==> src/rtl/mem_stage_if.sv <==
// mem_stage_if: data-memory bus between the memory stage and the memory system.
//
// Handshake: the master raises bus_req_o together with stable bus_we_o,
// bus_addr_o, bus_wdata_o and bus_be_o, and holds all of them unchanged
// until the slave answers with a one-cycle bus_ack_i. For reads,
// bus_rdata_i is valid only in the cycle where bus_ack_i is 1. An ack seen
// while no request is pending carries no meaning and is ignored.
//
// Signals:
//   bus_req_o    master->slave  access request
//   bus_we_o     master->slave  1 = write
//   bus_addr_o   master->slave  word address, [1:0] = 00
//   bus_wdata_o  master->slave  lane-replicated store data
//   bus_be_o     master->slave  byte enables
//   bus_ack_i    slave->master  access complete this cycle
//   bus_rdata_i  slave->master  read data (valid with bus_ack_i)
interface mem_stage_if;
  logic        bus_req_o;
  logic        bus_we_o;
  logic [31:0] bus_addr_o;
  logic [31:0] bus_wdata_o;
  logic [3:0]  bus_be_o;
  logic        bus_ack_i;
  logic [31:0] bus_rdata_i;

  modport master (
    output bus_req_o, bus_we_o, bus_addr_o, bus_wdata_o, bus_be_o,
    input  bus_ack_i, bus_rdata_i
  );

  modport slave (
    input  bus_req_o, bus_we_o, bus_addr_o, bus_wdata_o, bus_be_o,
    output bus_ack_i, bus_rdata_i
  );
endinterface

==> src/rtl/mem_stage.sv <==
// mem_stage: pipeline memory stage. Accepts loads/stores from execute,
// checks alignment, runs a single bus access with a timeout, and returns
// an extended load result for one cycle.
//
// Ports:
//   clk, rst            clock, synchronous active-low reset
//   ex_valid_i          execute presents an instruction
//   ex_inst_i           instruction word (only funct3 [14:12] used)
//   ex_mem_rd_i/wr_i    load / store request (both = store)
//   ex_addr_i           effective address
//   ex_wdata_i          store data
//   ex_reg_waddr_i      load destination register
//   bus                 memory bus (mem_stage_if.master)
//   hold_req_o          stall request to pipeline control
//   load_valid_o        one-cycle pulse, load result valid
//   load_data_o         extended load result
//   reg_waddr_o         load destination register
//   misalign_o          one-cycle pulse, misaligned access rejected
//   bus_err_o           one-cycle pulse, bus timeout
//   o_dbg_state         current FSM state (0 IDLE,1 WAIT,2 RESP,3 ERR)
module mem_stage #(
  parameter int unsigned TIMEOUT_CYC = 16
) (
  input  logic        clk,
  input  logic        rst,
  input  logic        ex_valid_i,
  input  logic [31:0] ex_inst_i,
  input  logic        ex_mem_rd_i,
  input  logic        ex_mem_wr_i,
  input  logic [31:0] ex_addr_i,
  input  logic [31:0] ex_wdata_i,
  input  logic [4:0]  ex_reg_waddr_i,
  mem_stage_if.master bus,
  output logic        hold_req_o,
  output logic        load_valid_o,
  output logic [31:0] load_data_o,
  output logic [4:0]  reg_waddr_o,
  output logic        misalign_o,
  output logic        bus_err_o,
  output logic [1:0]  o_dbg_state
);

  typedef enum logic [1:0] {
    S_IDLE = 2'd0,
    S_WAIT = 2'd1,
    S_RESP = 2'd2,
    S_ERR  = 2'd3
  } state_t;

  localparam logic [1:0] SZ_BYTE = 2'd0;
  localparam logic [1:0] SZ_HALF = 2'd1;
  localparam logic [1:0] SZ_WORD = 2'd2;
  localparam logic [7:0] TO_LAST = 8'(TIMEOUT_CYC - 1);

  state_t      r_state;
  logic [7:0]  r_cnt;
  logic [1:0]  r_off;
  logic [1:0]  r_size;
  logic        r_unsigned;
  logic        r_bus_req;
  logic        r_bus_we;
  logic [31:0] r_bus_addr;
  logic [31:0] r_bus_wdata;
  logic [3:0]  r_bus_be;
  logic        r_load_valid;
  logic [31:0] r_load_data;
  logic [4:0]  r_reg_waddr;
  logic        r_misalign;
  logic        r_bus_err;

  logic [2:0]  w_f3;
  logic        w_is_mem;
  logic [1:0]  w_size;
  logic        w_aligned;
  logic        w_accept;
  logic        w_misalign;
  logic [3:0]  w_be;
  logic [31:0] w_wdata;
  logic [31:0] w_shifted;
  logic [31:0] w_load;
  logic        w_unused;

  assign w_f3     = ex_inst_i[14:12];
  assign w_is_mem = ex_valid_i & (ex_mem_rd_i | ex_mem_wr_i);
  assign w_unused = ^{ex_inst_i[31:15], ex_inst_i[11:0]};

  // Access size. Stores only know SB/SH/SW; loads add the unsigned
  // variants. Every other funct3 is a word access.
  always_comb begin
    w_size = SZ_WORD;
    if (ex_mem_wr_i) begin
      case (w_f3)
        3'b000:  w_size = SZ_BYTE;
        3'b001:  w_size = SZ_HALF;
        default: w_size = SZ_WORD;
      endcase
    end else begin
      case (w_f3)
        3'b000, 3'b100: w_size = SZ_BYTE;
        3'b001, 3'b101: w_size = SZ_HALF;
        default:        w_size = SZ_WORD;
      endcase
    end
  end

  always_comb begin
    w_aligned = 1'b1;
    w_be      = 4'hF;
    w_wdata   = ex_wdata_i;
    case (w_size)
      SZ_BYTE: begin
        w_be    = 4'b0001 << ex_addr_i[1:0];
        w_wdata = {4{ex_wdata_i[7:0]}};
      end
      SZ_HALF: begin
        w_aligned = ~ex_addr_i[0];
        w_be      = 4'b0011 << ex_addr_i[1:0];
        w_wdata   = {2{ex_wdata_i[15:0]}};
      end
      default: begin
        w_aligned = (ex_addr_i[1:0] == 2'b00);
      end
    endcase
  end

  assign w_accept   = w_is_mem & w_aligned;
  assign w_misalign = w_is_mem & ~w_aligned;

  // Lane select: shift the addressed byte/half down to bit 0, then extend.
  assign w_shifted = bus.bus_rdata_i >> {r_off, 3'b000};

  always_comb begin
    w_load = bus.bus_rdata_i;
    case (r_size)
      SZ_BYTE: w_load = r_unsigned ? {24'd0, w_shifted[7:0]}
                                   : {{24{w_shifted[7]}}, w_shifted[7:0]};
      SZ_HALF: w_load = r_unsigned ? {16'd0, w_shifted[15:0]}
                                   : {{16{w_shifted[15]}}, w_shifted[15:0]};
      default: w_load = bus.bus_rdata_i;
    endcase
  end

  // Stall is raised combinationally in the accept cycle so the pipeline
  // freezes before the op has even reached WAIT.
  assign hold_req_o = ((r_state == S_IDLE) & w_accept) | (r_state == S_WAIT);

  always_ff @(posedge clk) begin
    if (!rst) begin
      r_state      <= S_IDLE;
      r_cnt        <= 8'd0;
      r_off        <= 2'd0;
      r_size       <= SZ_WORD;
      r_unsigned   <= 1'b0;
      r_bus_req    <= 1'b0;
      r_bus_we     <= 1'b0;
      r_bus_addr   <= 32'd0;
      r_bus_wdata  <= 32'd0;
      r_bus_be     <= 4'd0;
      r_load_valid <= 1'b0;
      r_load_data  <= 32'd0;
      r_reg_waddr  <= 5'd0;
      r_misalign   <= 1'b0;
      r_bus_err    <= 1'b0;
    end else begin
      r_load_valid <= 1'b0;
      r_misalign   <= 1'b0;
      r_bus_err    <= 1'b0;
      case (r_state)
        S_IDLE: begin
          if (w_accept) begin
            r_off       <= ex_addr_i[1:0];
            r_size      <= w_size;
            r_unsigned  <= w_f3[2];
            r_bus_we    <= ex_mem_wr_i;
            r_bus_addr  <= {ex_addr_i[31:2], 2'b00};
            r_bus_wdata <= w_wdata;
            r_bus_be    <= w_be;
            r_reg_waddr <= ex_reg_waddr_i;
            r_bus_req   <= 1'b1;
            r_cnt       <= 8'd0;
            r_state     <= S_WAIT;
          end else if (w_misalign) begin
            r_misalign <= 1'b1;
          end
        end
        S_WAIT: begin
          // Ack is tested first so it wins over a same-cycle timeout.
          if (bus.bus_ack_i) begin
            r_bus_req <= 1'b0;
            if (!r_bus_we) begin
              r_load_valid <= 1'b1;
              r_load_data  <= w_load;
            end
            r_state <= S_RESP;
          end else if (r_cnt == TO_LAST) begin
            r_bus_req <= 1'b0;
            r_bus_err <= 1'b1;
            r_state   <= S_ERR;
          end else begin
            r_cnt <= r_cnt + 8'd1;
          end
        end
        S_RESP:  r_state <= S_IDLE;
        default: r_state <= S_IDLE;
      endcase
    end
  end

  assign bus.bus_req_o   = r_bus_req;
  assign bus.bus_we_o    = r_bus_we;
  assign bus.bus_addr_o  = r_bus_addr;
  assign bus.bus_wdata_o = r_bus_wdata;
  assign bus.bus_be_o    = r_bus_be;
  assign load_valid_o    = r_load_valid;
  assign load_data_o     = r_load_data;
  assign reg_waddr_o     = r_reg_waddr;
  assign misalign_o      = r_misalign;
  assign bus_err_o       = r_bus_err;
  assign o_dbg_state     = r_state;

endmodule
==> src/flat_wrapper.sv <==
// flat-port wrapper written by rule: the top's interface ports become plain ports
module mem_stage_flat 
#(
  parameter int unsigned TIMEOUT_CYC = 16
)
  (clk, rst, ex_valid_i, ex_inst_i, ex_mem_rd_i, ex_mem_wr_i, ex_addr_i, ex_wdata_i, ex_reg_waddr_i, hold_req_o, load_valid_o, load_data_o, reg_waddr_o, misalign_o, bus_err_o, o_dbg_state, bus_bus_req_o, bus_bus_we_o, bus_bus_addr_o, bus_bus_wdata_o, bus_bus_be_o, bus_bus_ack_i, bus_bus_rdata_i);
  mem_stage_if bus_i ();
  input  logic clk;
  input  logic rst;
  input  logic ex_valid_i;
  input  logic [31:0] ex_inst_i;
  input  logic ex_mem_rd_i;
  input  logic ex_mem_wr_i;
  input  logic [31:0] ex_addr_i;
  input  logic [31:0] ex_wdata_i;
  input  logic [4:0] ex_reg_waddr_i;
  output logic hold_req_o;
  output logic load_valid_o;
  output logic [31:0] load_data_o;
  output logic [4:0] reg_waddr_o;
  output logic misalign_o;
  output logic bus_err_o;
  output logic [1:0] o_dbg_state;
  output wire logic [$bits(bus_i.bus_req_o)-1:0] bus_bus_req_o;
  output wire logic [$bits(bus_i.bus_we_o)-1:0] bus_bus_we_o;
  output wire logic [$bits(bus_i.bus_addr_o)-1:0] bus_bus_addr_o;
  output wire logic [$bits(bus_i.bus_wdata_o)-1:0] bus_bus_wdata_o;
  output wire logic [$bits(bus_i.bus_be_o)-1:0] bus_bus_be_o;
  input wire logic [$bits(bus_i.bus_ack_i)-1:0] bus_bus_ack_i;
  input wire logic [$bits(bus_i.bus_rdata_i)-1:0] bus_bus_rdata_i;
  assign bus_bus_req_o = bus_i.bus_req_o;
  assign bus_bus_we_o = bus_i.bus_we_o;
  assign bus_bus_addr_o = bus_i.bus_addr_o;
  assign bus_bus_wdata_o = bus_i.bus_wdata_o;
  assign bus_bus_be_o = bus_i.bus_be_o;
  assign bus_i.bus_ack_i = bus_bus_ack_i;
  assign bus_i.bus_rdata_i = bus_bus_rdata_i;
  mem_stage #(.TIMEOUT_CYC(TIMEOUT_CYC)) u_core (.clk(clk), .rst(rst), .ex_valid_i(ex_valid_i), .ex_inst_i(ex_inst_i), .ex_mem_rd_i(ex_mem_rd_i), .ex_mem_wr_i(ex_mem_wr_i), .ex_addr_i(ex_addr_i), .ex_wdata_i(ex_wdata_i), .ex_reg_waddr_i(ex_reg_waddr_i), .bus(bus_i), .hold_req_o(hold_req_o), .load_valid_o(load_valid_o), .load_data_o(load_data_o), .reg_waddr_o(reg_waddr_o), .misalign_o(misalign_o), .bus_err_o(bus_err_o), .o_dbg_state(o_dbg_state));
endmodule
==> config.mk <==
export PLATFORM = sky130hd
export DESIGN_NAME = mem_stage_flat
export DESIGN_NICKNAME = d
export VERILOG_FILES = /design/src/rtl/mem_stage_if.sv /design/src/rtl/mem_stage.sv /design/src/flat_wrapper.sv
export SDC_FILE = /design/constraint.sdc
export NUM_CORES = 1
export LEC_CHECK = 0
export ABC_CLOCK_PERIOD_IN_PS = 1900
export CORE_UTILIZATION = 30
export DETAILED_ROUTE_END_ITERATION = 6
export SYNTH_ARGS = -nofsm -noshare
export SYNTH_HDL_FRONTEND = slang
export SYNTH_SLANG_ARGS = --single-unit
==> constraint.sdc <==
create_clock -name clk -period 1.9 [get_ports clk]
set_input_delay 0.38 -clock clk [delete_from_list [all_inputs] [get_ports clk]]
set_output_delay 0.38 -clock clk [all_outputs]
set_load 0.05 [all_outputs]
==> impl_metrics.json <==
{
  "hold_class": "in -> reg",
  "antenna_cells": 0,
  "seq_area_frac_synth_pct": 44.7,
  "hold_ws_ns": 0.397,
  "pin_count": 252,
  "grt_overflow": 0,
  "cts_root_buf": "clkbuf_16",
  "cts_tree": "built",
  "final_hold_viol_count": 0,
  "pwr_density_cell_nw_per_um2": 868,
  "vdd_drop_max_mv": 0.567,
  "multi_input_area_sq_um": 2780,
  "grt_pass1_wl_um": 29600,
  "syn_to_final_growth_pct": 59.9,
  "yosysTopAreaCellShare_pct": 44.7,
  "cp-end-kind": "primary output",
  "max_clock_freq_ghz": 0.541,
  "netlist_area_sq_um": 5510,
  "numCtsBuffers": 17,
  "setup.worst_path.start": "ex_inst_i[13]",
  "ant_nets": 0,
  "regToRegStartpoint": "u_core.r_off[0]$_SDFFE_PN0P_",
  "core_area_sq_um": 18000,
  "yosys.area.top_type": "dfxtp_1",
  "slew_headroom_pct": 64.8,
  "tightest_slew_ns": 0.530,
  "routed_wl_um": 19200,
  "syn_area_per_cell_sq_um": 8.53,
  "max_cap_violations": 0,
  "drc": 0,
  "drive_gt1_share_pct": 18.0,
  "gp_congestion": 0.811,
  "fp.dieW_um": 138,
  "die_area_sq_um": 18900,
  "start_util_pct": 30.7,
  "cts.clk_slew.worst_paths_ns": 0.06,
  "synth_common_cells": "a21oi_1 (130), dfxtp_1 (123), o21ai_0 (86)",
  "netlist_instances": 646,
  "crit_path_max_fanout": 2,
  "synth.most_common_cell": "a21oi_1",
  "port_buffers": 220,
  "finClkSkew_ns": 0.00723,
  "finalSetupViolCount": 0,
  "pre_cts_slack_ns": -0.257,
  "grt_pass1_vias": 5638,
  "wl_per_cell_um": 17.1,
  "critPathKind": "in -> out",
  "synth.area.top_cells": "dfxtp_1 (45%), a21oi_1 (12%), o21ai_0 (7.8%)",
  "synth_ff_type": "dfxtp_1",
  "antenna_found_initial": 0,
  "synth_edf_count": 0,
  "p_leak_nw": 3.60,
  "outcome": "complete, no violations",
  "grtUsageTotal_pct": 20.4,
  "setup_tns_ns": 0,
  "dr.first_iter.drc_count": 246,
  "rsz0062_at_grt": "false",
  "min-delay-start": "ex_addr_i[1]",
  "ys_seq_elements": 123,
  "cp-start-kind": "input pin",
  "clk_latency_ns": 0.41,
  "worstPathArrival_ns": 1.47,
  "synth_warnings": 0,
  "rrSetupSlack_ns": 0.18,
  "htreeDepth": 4,
  "hpwl_um": 13500,
  "finalMaxSlewViolations": 0,
  "p_total_w": 0.00765,
  "nNetsFinal": 1020,
  "worst_slack_ns": 0.0504,
  "fillers": 1775,
  "async_flop_share_pct": 0,
  "viasPerCell": 5.21,
  "die_h_um": 138,
  "period_share_pct": 97.3,
  "layout_min_cycle_time_ns": 1.85,
  "cts_sinks": 123,
  "rows": 49,
  "first_pass_iters": 6,
  "crit_required_ns": 1.52,
  "regArea_sq_um": 2460,
  "synth_cell_type_count": 51,
  "clk_path_buf_depth": 2,
  "fin_util_pct": 49.0,
  "vias": 5836,
  "grt_max_degree": 60
}
==> power by group <==
part	internal (W)	total (W)	switching (W)
registers	0.00269	0.00276	0.0000659
clock network	0.00211	0.00331	0.00119
logic	0.000636	0.00158	0.000946
==> registers in the layout (all words and copies together) (netlist names), 2 cells and up <==
name                    count
u_core.bus.bus_addr_o      30
u_core.r_cnt                8
u_core.r_off                2
u_core.o_dbg_state          2
u_core.r_size               2
u_core.bus.bus_wdata_o     32
u_core.reg_waddr_o          5
u_core.bus.bus_be_o         4
u_core.load_data_o         32
==> cells by family (layout without fill, tap and decap cells) <==
logic type | after synthesis | count (layout) | synth area share, %
other | 1 | 2 | 0.0681
adder cells (fa/ha/maj) | 1 | 1 | 0.227
AND/OR/NAND/NOR | 112 | 112 | 10.3
AO/OA/AOI/OAI | 285 | 285 | 29.7
multiplexers | 44 | 44 | 8.31
buffers and inverters | 74 | 319 | 5.72
flip-flops | 123 | 123 | 44.7
XOR/XNOR | 6 | 6 | 0.954
==> timing repair <==
item | 4_1_cts | 5_1_grt
hold buffers | 0 | 0
buffers inserted | 1 | 1
gates resized for setup | 68 | 8
pin swaps | 3 | 3
setup endpoints to repair | 67 | 8
==> worst paths after layout <==
check / to / cells after the start
worst max-delay path: hold_req_o / 6
worst min-delay path: u_core.bus.bus_be_o[1]$_SDFFE_PN0P_ / 3
worst max register to register: u_core.load_data_o[20]$_SDFFE_PN0P_ / 5
worst min register to register: u_core.load_data_o[2]$_SDFFE_PN0P_ / 2
==> critical path, stage by stage <==
cell             delay, ns
clkdlybuf4s50_1       0.51
a21oi_4               0.04
o21a_2                0.23
nand2_2               0.09
nand2_2               0.07
buf_12                0.14
==> layer usage <==
layer  part of all wire (%)  vias up  global-route usage (%)  routed length (um)
li1                       -     2861                       -                   -
met1                     43     2744                    24.2                8280
met2                     46      203                    33.4                8910
met3                    8.2       28                    7.51                1580
met4                    2.1        0                    7.08                 408
met5                      0        -                       0                   0
==> cell type report <==
type / instances / share of cell area (%)
inverter: 5 / 0.213
multi-input combinational: 450 / 31.6
sequential: 123 / 28.0
clock inverter: 12 / 1.68
timing repair buffer: 283 / 30.2
clock buffer: 19 / 5.14
tap: 229 / 3.25
==> cells in the final DEF, fill, tap and decap left out, types with 6 or more instances in the layout <==
master / netlist / routed
mux2i_1: 39 / 39
o221ai_1: 7 / 7
a21oi_1: 130 / 129
o2111ai_1: 8 / 8
dlymetal6s2s_1: 0 / 6
a2bb2oi_1: 7 / 7
nand3_1: 49 / 49
buf_12: 0 / 13
clkbuf_16: 0 / 17
a22oi_1: 7 / 7
dlygate4sd2_1: 0 / 66
o21ai_0: 86 / 86
nor2_1: 10 / 9
clkdlybuf4s50_1: 0 / 103
a211oi_1: 16 / 16
dfxtp_1: 123 / 122
o2bb2ai_1: 7 / 7
nand2_1: 23 / 21
buf_4: 5 / 95
==> per-stage QoR <==
stage	cell area (sq um)	instances
floorplan	5520	647
global placement	8250	1088
detailed placement	8250	1088
CTS	8780	1120
global route	8810	1121
finish	8810	1121
Note: power is estimated with default switching activity, not from simulation.
